===== config.mk =====
export PLATFORM = sky130hd
export DESIGN_NAME = vx_evict_buffer
export DESIGN_NICKNAME = d
export VERILOG_FILES = /design/src/rtl/vx_evict_buffer.sv
export SDC_FILE = /design/constraint.sdc
export NUM_CORES = 2
export LEC_CHECK = 0
export CORE_AREA = 10 10 474 476
export CTS_CLUSTER_DIAMETER = 60
export CTS_CLUSTER_SIZE = 40
export DETAILED_ROUTE_END_ITERATION = 7
export DIE_AREA = 0 0 484 486
export PLACE_DENSITY_LB_ADDON = 0.3
export SYNTH_ARGS = -nofsm -noshare
export SYNTH_HDL_FRONTEND = slang
export SYNTH_SLANG_ARGS = --single-unit

===== constraint.sdc =====
create_clock -name clk -period 37.4 [get_ports clk]
set_clock_uncertainty 0.2 [all_clocks]
set_input_delay 11.22 -clock clk [delete_from_list [all_inputs] [get_ports clk]]
set_output_delay 11.22 -clock clk [all_outputs]
set_load 0.01 [all_outputs]

===== src/rtl/vx_evict_buffer.sv =====
// ---------------------------------------------------------------------------
// vx_evict_buffer
// Small FIFO that holds dirty lines evicted from a cache bank until memory
// accepts the write-back. Lines with an all-zero dirty mask are accepted but
// dropped, so they never reach memory. A combinational snoop port lets the
// fill path see whether a line address is still waiting in the buffer.
//
// Ports
//   clk, reset          : clock and synchronous active-high reset
//   evict_valid/ready   : eviction handshake (ready = buffer not full)
//   evict_addr/data/    : line address, line data, per-byte dirty mask
//   evict_dirtyb
//   mem_req_valid/ready : write request handshake toward memory
//   mem_req_rw          : always 1 (write)
//   mem_req_addr/       : head entry address, byte enables and data
//   mem_req_byteen/data
//   snoop_addr/hit      : address probe and hit flag (combinational)
//   empty, count        : occupancy status
// ---------------------------------------------------------------------------
module vx_evict_buffer #(
   parameter int CACHE_LINE_SIZE = 64,
   parameter int LINE_ADDR_WIDTH = 26,
   parameter int DEPTH           = 4
) (
   input  logic                         clk,
   input  logic                         reset,

   input  logic                         evict_valid,
   input  logic [LINE_ADDR_WIDTH-1:0]   evict_addr,
   input  logic [CACHE_LINE_SIZE*8-1:0] evict_data,
   input  logic [CACHE_LINE_SIZE-1:0]   evict_dirtyb,
   output logic                         evict_ready,

   output logic                         mem_req_valid,
   output logic                         mem_req_rw,
   output logic [LINE_ADDR_WIDTH-1:0]   mem_req_addr,
   output logic [CACHE_LINE_SIZE-1:0]   mem_req_byteen,
   output logic [CACHE_LINE_SIZE*8-1:0] mem_req_data,
   input  logic                         mem_req_ready,

   input  logic [LINE_ADDR_WIDTH-1:0]   snoop_addr,
   output logic                         snoop_hit,

   output logic                         empty,
   output logic [$clog2(DEPTH):0]       count
);

   localparam int PTR_W = $clog2(DEPTH);
   localparam int CNT_W = PTR_W + 1;
   localparam int DATA_W = CACHE_LINE_SIZE * 8;

   if ((DEPTH < 2) || ((DEPTH & (DEPTH - 1)) != 0)) begin : g_depth_check
      $error("vx_evict_buffer: DEPTH must be a power of two and at least 2");
   end

   // Payload storage is never reset; r_valid tracks which slots are live.
   logic [LINE_ADDR_WIDTH-1:0] r_addr [DEPTH];
   logic [DATA_W-1:0]          r_data [DEPTH];
   logic [CACHE_LINE_SIZE-1:0] r_mask [DEPTH];
   logic [DEPTH-1:0]           r_valid;

   logic [PTR_W-1:0]           r_head;
   logic [PTR_W-1:0]           r_tail;
   logic [CNT_W-1:0]           r_count;

   logic                       w_full;
   logic                       w_push;
   logic                       w_store;
   logic                       w_pop;
   logic                       w_snoop_hit;

   // No bypass: a full buffer refuses a push even if the head pops this cycle.
   assign w_full  = (r_count == CNT_W'(DEPTH));
   assign w_push  = evict_valid && !w_full && !reset;
   // A clean line completes the handshake but occupies no slot.
   assign w_store = w_push && (|evict_dirtyb);
   assign w_pop   = (r_count != '0) && mem_req_ready && !reset;

   always_ff @(posedge clk) begin
      if (reset) begin
         r_head  <= '0;
         r_tail  <= '0;
         r_count <= '0;
         r_valid <= '0;
      end else begin
         // Push and pop never target the same slot: push needs a free slot,
         // pop needs a live one, and the two pointers only meet when the
         // buffer is completely full or completely empty.
         if (w_store) begin
            r_valid[r_tail] <= 1'b1;
            r_tail          <= r_tail + 1'b1;
         end
         if (w_pop) begin
            r_valid[r_head] <= 1'b0;
            r_head          <= r_head + 1'b1;
         end
         if (w_store && !w_pop) begin
            r_count <= r_count + 1'b1;
         end else if (w_pop && !w_store) begin
            r_count <= r_count - 1'b1;
         end
      end
   end

   always_ff @(posedge clk) begin
      if (w_store) begin
         r_addr[r_tail] <= evict_addr;
         r_data[r_tail] <= evict_data;
         r_mask[r_tail] <= evict_dirtyb;
      end
   end

   // Snoop looks at pre-edge contents, so a line popping this cycle still hits
   // and a line being pushed this cycle does not yet.
   always_comb begin
      w_snoop_hit = 1'b0;
      for (int i = 0; i < DEPTH; i++) begin
         if (r_valid[i] && (r_addr[i] == snoop_addr)) begin
            w_snoop_hit = 1'b1;
         end
      end
   end

   assign evict_ready    = !w_full;
   assign mem_req_valid  = (r_count != '0);
   assign mem_req_rw     = 1'b1;
   assign mem_req_addr   = r_addr[r_head];
   assign mem_req_byteen = r_mask[r_head];
   assign mem_req_data   = r_data[r_head];
   assign snoop_hit      = w_snoop_hit;
   assign empty          = (r_count == '0);
   assign count          = r_count;

endmodule


# Word level (Yosys, flattened, before mapping)
# Memory sizes are Yosys's and may differ from the RTL's. A register that Yosys moved wholly into a read port is not among the register bits.
# Index checks and enable logic that the tools add are counted.
dict set report word_totals {
  register_bits 11
  mem_bits_rw 2408
  in_bits 632
  output_inout_bits 610
  elab_cells 65
  memories 3
}
# name depth word_bits read_ports rd_clocked_by_memory_dff wr line
set mem_list {}
lappend mem_list {r_data 4 512 1 1 1 58} ;# logic [DATA_W-1:0] r_data [DEPTH];
lappend mem_list {r_mask 4 64 1 1 1 59} ;# logic [CACHE_LINE_SIZE-1:0] r_mask [DEPTH];
lappend mem_list {r_addr 4 26 5 1 1 57} ;# logic [LINE_ADDR_WIDTH-1:0] r_addr [DEPTH];
dict set report op_classes {
  addsub 4
  magnitude_cmp 4
  n_eq_ne 5
  muxes 21
  n_bitwise 3
  reduce_logical 21
}
# op n
set op_table {}
lappend op_table {{$eq A26 B26 Y1} 4}
lappend op_table {{$reduce_or A64 Y1} 1}
lappend op_table {{$logic_and A1 B1 Y1} 13}
lappend op_table {{$mux W2} 6}
lappend op_table {{$mux W4} 3}
lappend op_table {{$mux W1} 8}
lappend op_table {{$lt A2 B3 Y1 const B} 2}
lappend op_table {{$mux W3} 2}
lappend op_table {{$add A2 B1 Y2 const B} 2}
lappend op_table {{$and A4 B4 Y4} 1}
lappend op_table {{$demux W1 S2} 2}
lappend op_table {{$ge A2 B1 Y1 const B} 2}
lappend op_table {{$logic_not A1 Y1} 4}
lappend op_table {{$not A4 Y4} 1}
lappend op_table {{$or A4 B4 Y4} 1}
lappend op_table {{$add A3 B1 Y3 const B} 1}
lappend op_table {{$eq A3 B3 Y1 const B} 1}
lappend op_table {{$logic_not A3 Y1} 1}
lappend op_table {{$reduce_bool A3 Y1} 1}
lappend op_table {{$sub A3 B1 Y3 const B} 1}
lappend op_table {{$reduce_bool A2 Y1} 1}

# Longest topological paths before layout
dict set report logic_depth {
  ltp_word 9
  depth_mapped 10
  depth_no_buf 10
}

# Worst setup path before layout
# Ideal clock, no wire load.
dict set report synth_path {
  path_type {input-to-reg}
  startpoint {input port reset}
  endpoint {memory r_addr[0][0] (enable)}
  setup_time_ns 1.051
  t_arrival_ns 25.208
  required_time_ns 36.149
  slack_ns 10.941
  stages 2
  path_buffers 0
  path_cell_list {nor3b_4 -> and3_1}
}
dict set report synth_via {
  elab_chain_len 5
}
# element line
set synth_lines {}
lappend synth_lines {{start: declaration} 26} ;# input logic reset,
lappend synth_lines {{$logic_not A1 Y1} 74} ;# assign w_push = evict_valid && !w_full && !reset;
lappend synth_lines {{$logic_and A1 B1 Y1} 74}
lappend synth_lines {{$logic_and A1 B1 Y1} 76} ;# assign w_store = w_push && (|evict_dirtyb);
lappend synth_lines {{$mux W1} 106} ;# if (w_store) begin
lappend synth_lines {{$mux W1 (implied by the code)} 107} ;# r_addr[r_tail] <= evict_addr;
lappend synth_lines {{end: declaration} 57}
# Every way passes these cells.

# Final worst setup path
dict set report layout_path {
  startpoint {input port snoop_addr[19]}
  endpoint {output port snoop_hit}
}
dict set report layout_via {
  elab_chain_len 6
}
# element line
set layout_lines {}
lappend layout_lines {{start: declaration} 41} ;# input logic [LINE_ADDR_WIDTH-1:0] snoop_addr,
lappend layout_lines {{$eq A26 B26 Y1} 118} ;# if (r_valid[i] && (r_addr[i] == snoop_addr)) begin
lappend layout_lines {{$logic_and A1 B1 Y1} 118}
lappend layout_lines {{$mux W1 (3 in a row)} 118}
lappend layout_lines {{$mux W1 *} 118}
lappend layout_lines {{end: declaration} 42} ;# output logic snoop_hit,
# Mark *: on every way between the ends. The rest lies on a longest branch, timed or not.

==> flow_metrics.tcl <==
set metrics [dict create \
    place.gp.congestion 0.809 \
    net_count_synth 4030 \
    max_slew.worst_pin.slew_ns 1.14 \
    num_vias 41500 \
    final-setup-viol-count 0 \
    detailed_place_hpwl_um 168000 \
    syn-cell-area_um2 88500 \
    hold_path_class "flop to flop" \
    final_period_minus_worst_setup_slack_ns 25.05 \
    fillerInstances 16800 \
    design.portCount 1242 \
    pwr_density_cell_nw_per_um2 62.7 \
    final-instance-count-excl-fill 7701 \
    critical_path_class "input port to output port" \
    postLayoutCoreUtil_pct 51.0 \
    detail_route.wl_per_cell_um 31.6 \
    dr.pass1.iters 5 \
    grt_pass1_vias 42700 \
    placement.io_buffers 1240 \
    area_of_the_multi_input_gates_um2 15200 \
    synth.distinct_cells 35 \
    globalRoute.totalOverflow 0 \
    cts.clk_slew.worst_paths_ns 0.09 \
    outcome "complete, no violations" \
    cp_data_arrival_time_ns 13.63 \
    synth_top_area_share_pct 81.7 \
    grt_start_max_net_pins 148 \
    cts-htree-levels 4 \
    remaining_drc_errors 0 \
    drt.antenna.violating_nets 0 \
    final_max_slew_viol_count 0 \
    cts_setup_buffers 0 \
    die_w_um 484 \
    ys_ff_latch 2421 \
    commonest_non_fill_non_tap_cell_in_the_layout "sky130_fd_sc_hd__edfxtp_1" \
    fin_hold_viols 0 \
    fp-row-count 171 \
    synth.top_cells.by_area "sky130_fd_sc_hd__edfxtp_1 82%, sky130_fd_sc_hd__mux4_2 15%, sky130_fd_sc_hd__xnor2_1 0.60%" \
    cap_viol_max_count 0 \
    worstSkewPairLatency_ns 0.82 \
    grtUsageTotal_pct 20.2 \
    clockBufferDepth 3 \
    whs_path_depth 1 \
    drt_iter0_drc 3916 \
    via_per_inst 5.39 \
    antenna_found_initial 132 \
    layout_worst_path_cycle_share_pct 67.0 \
    final_net_count 5324 \
    design.core.area_um2 216000 \
    irDropWorstVdd_uv 58.9 \
    layout.cells.most_common_list "2408 x sky130_fd_sc_hd__edfxtp_1, 1240 x sky130_fd_sc_hd__clkdlybuf4s50_1, 602 x sky130_fd_sc_hd__mux4_2" \
    post_route_cells_drive_above_1_share_pct 19.4 \
    required_ns 25.98 \
    syn_to_final_growth_pct 24.3 \
    numCtsBuffers 149 \
    tritoncts "done" \
    rr_worst_depth 7 \
    cts-resized-gates 0 \
    critPathCaptureType "output port" \
    die_area_um2 235000 \
    dp_cells 7385 \
    die_h_um 486 \
    tns_ns 0 \
    grt_first_pass_wirelength_um 339000 \
    synth.largest_area_cell "sky130_fd_sc_hd__edfxtp_1" \
    initial_core_util_pct 41.0 \
    cts.sink_count 2421 \
    worstSetupStartpointType "input port" \
    grt_setup_unrepaired "no" \
    maximum_frequency_from_static_timing_analysis_ghz 0.0399 \
    cp_max_fanout 4 \
    yosys_warnings 0 \
    power.leakage_nw 33.4 \
    synth_seq_area_share_pct 82.0 \
    cts_root_buf "sky130_fd_sc_hd__clkbuf_16" \
    final-seq-area_um2 72600 \
    post_synth_inst_count 3388 \
    wirelength_um 243000 \
    synth_area_per_cell_um2 26.1 \
    cts_hold_buf 0 \
    slew_headroom_pct 23.7 \
]
## metrics by stage
| step | power [mW] | cell area [µm²] | setup WS, ns | hold WS, ns |
|---|---|---|---|---|
| 2_1_floorplan | 4.26 | 88500 | 10.94 | 0.240 |
| 3_3_place_gp | 5.13 | 104000 | 12.29 | 0.275 |
| 3_5_place_dp | 5.14 | 104000 | 12.35 | 0.280 |
| 4_1_cts | 6.99 | 110000 | 12.35 | 0.301 |
| 5_1_grt | 7.16 | 110000 | 12.25 | 0.311 |
| 6_report | 6.89 | 110000 | 12.35 | 0.293 |
## critical path: stages
cell	delay, ns
sky130_fd_sc_hd__clkdlybuf4s50_1	0.72
sky130_fd_sc_hd__xnor2_1	0.17
sky130_fd_sc_hd__nand4_1	0.15
sky130_fd_sc_hd__nor4_1	0.43
sky130_fd_sc_hd__nand4_1	0.13
sky130_fd_sc_hd__nand4_1	0.23
sky130_fd_sc_hd__clkdlybuf4s50_1	0.60
## where the power goes
group / internal (mW) / switching, mW
Clock: 0.857 / 1.00
Combinational: 0.931 / 0.888
Sequential: 3.16 / 0.0544
Total: 4.95 / 1.95
## cells by family (layout without fill, tap and decap cells)
logic type,Yosys count,count (layout),share of synthesized area [%]
DFF,2421,2421,82.0
other,1,43,0.00424
muxes,603,603,15.3
AOI/OAI and AO/OA,13,13,0.106
and+or+nand+nor,78,78,0.557
xor gates and xnor gates,107,107,1.06
adders and majority gates,10,10,0.150
buffers and inverters,155,1572,0.769
## state kept, by name, summed over array words and instances, names as in the netlist, named ones only
name / count
count: 3
r_tail: 2
r_data: 2048
r_head: 2
r_mask: 256
r_addr: 104
r_valid: 4
## per-layer routing
| layer | vias to the layer above | share of wire (%) | global-route usage (%) |
|---|---|---|---|
| li1 | 17300 | - | - |
| met2 | 1612 | 49 | 32.6 |
| met4 | 112 | 2.7 | 5.47 |
| met1 | 22100 | 37 | 24.7 |
| met5 | - | 0.29 | 0 |
| met3 | 392 | 11 | 9.04 |
## cell type report
type,count,share of cell area (%)
clock buffer,154,3.48
sequential,2421,66.0
clock inverter,120,1.50
timing repair buffer,1291,11.8
multi-input combinational,812,13.9
inverter,7,0.0239
tap,2854,3.25
antenna,42,0.0956
## Yosys cell counts, drive strengths merged
library cell	number
nor3b	2
or3	2
xnor2	61
nor2	6
or4	1
clkbuf	84
inv	7
xor2	46
nand4	25
fa	1
mux2i	1
o31ai	1
o21ai	2
nand3	2
edfxtp	2408
o21a	4
nor4	28
and2	2
mux4	602
nand2b	2
dfxtp	13
ha	9
a21oi	6
and3	4
conb	1
buf	64
nor3	4
## path summary, 6_finish.rpt
path	slack, ns	end	startpoint
min	0.29	r_valid[0]$_SDFF_PP0_	r_valid[0]$_SDFF_PP0_
min reg2reg	0.29	r_valid[0]$_SDFF_PP0_	r_valid[0]$_SDFF_PP0_
max	12.35	snoop_hit	snoop_addr[19]
max reg2reg	31.72	r_data[3][64]$_DFFE_PP_	count[0]$_SDFFE_PP0P_
Power figures use the tool's default switching activity.
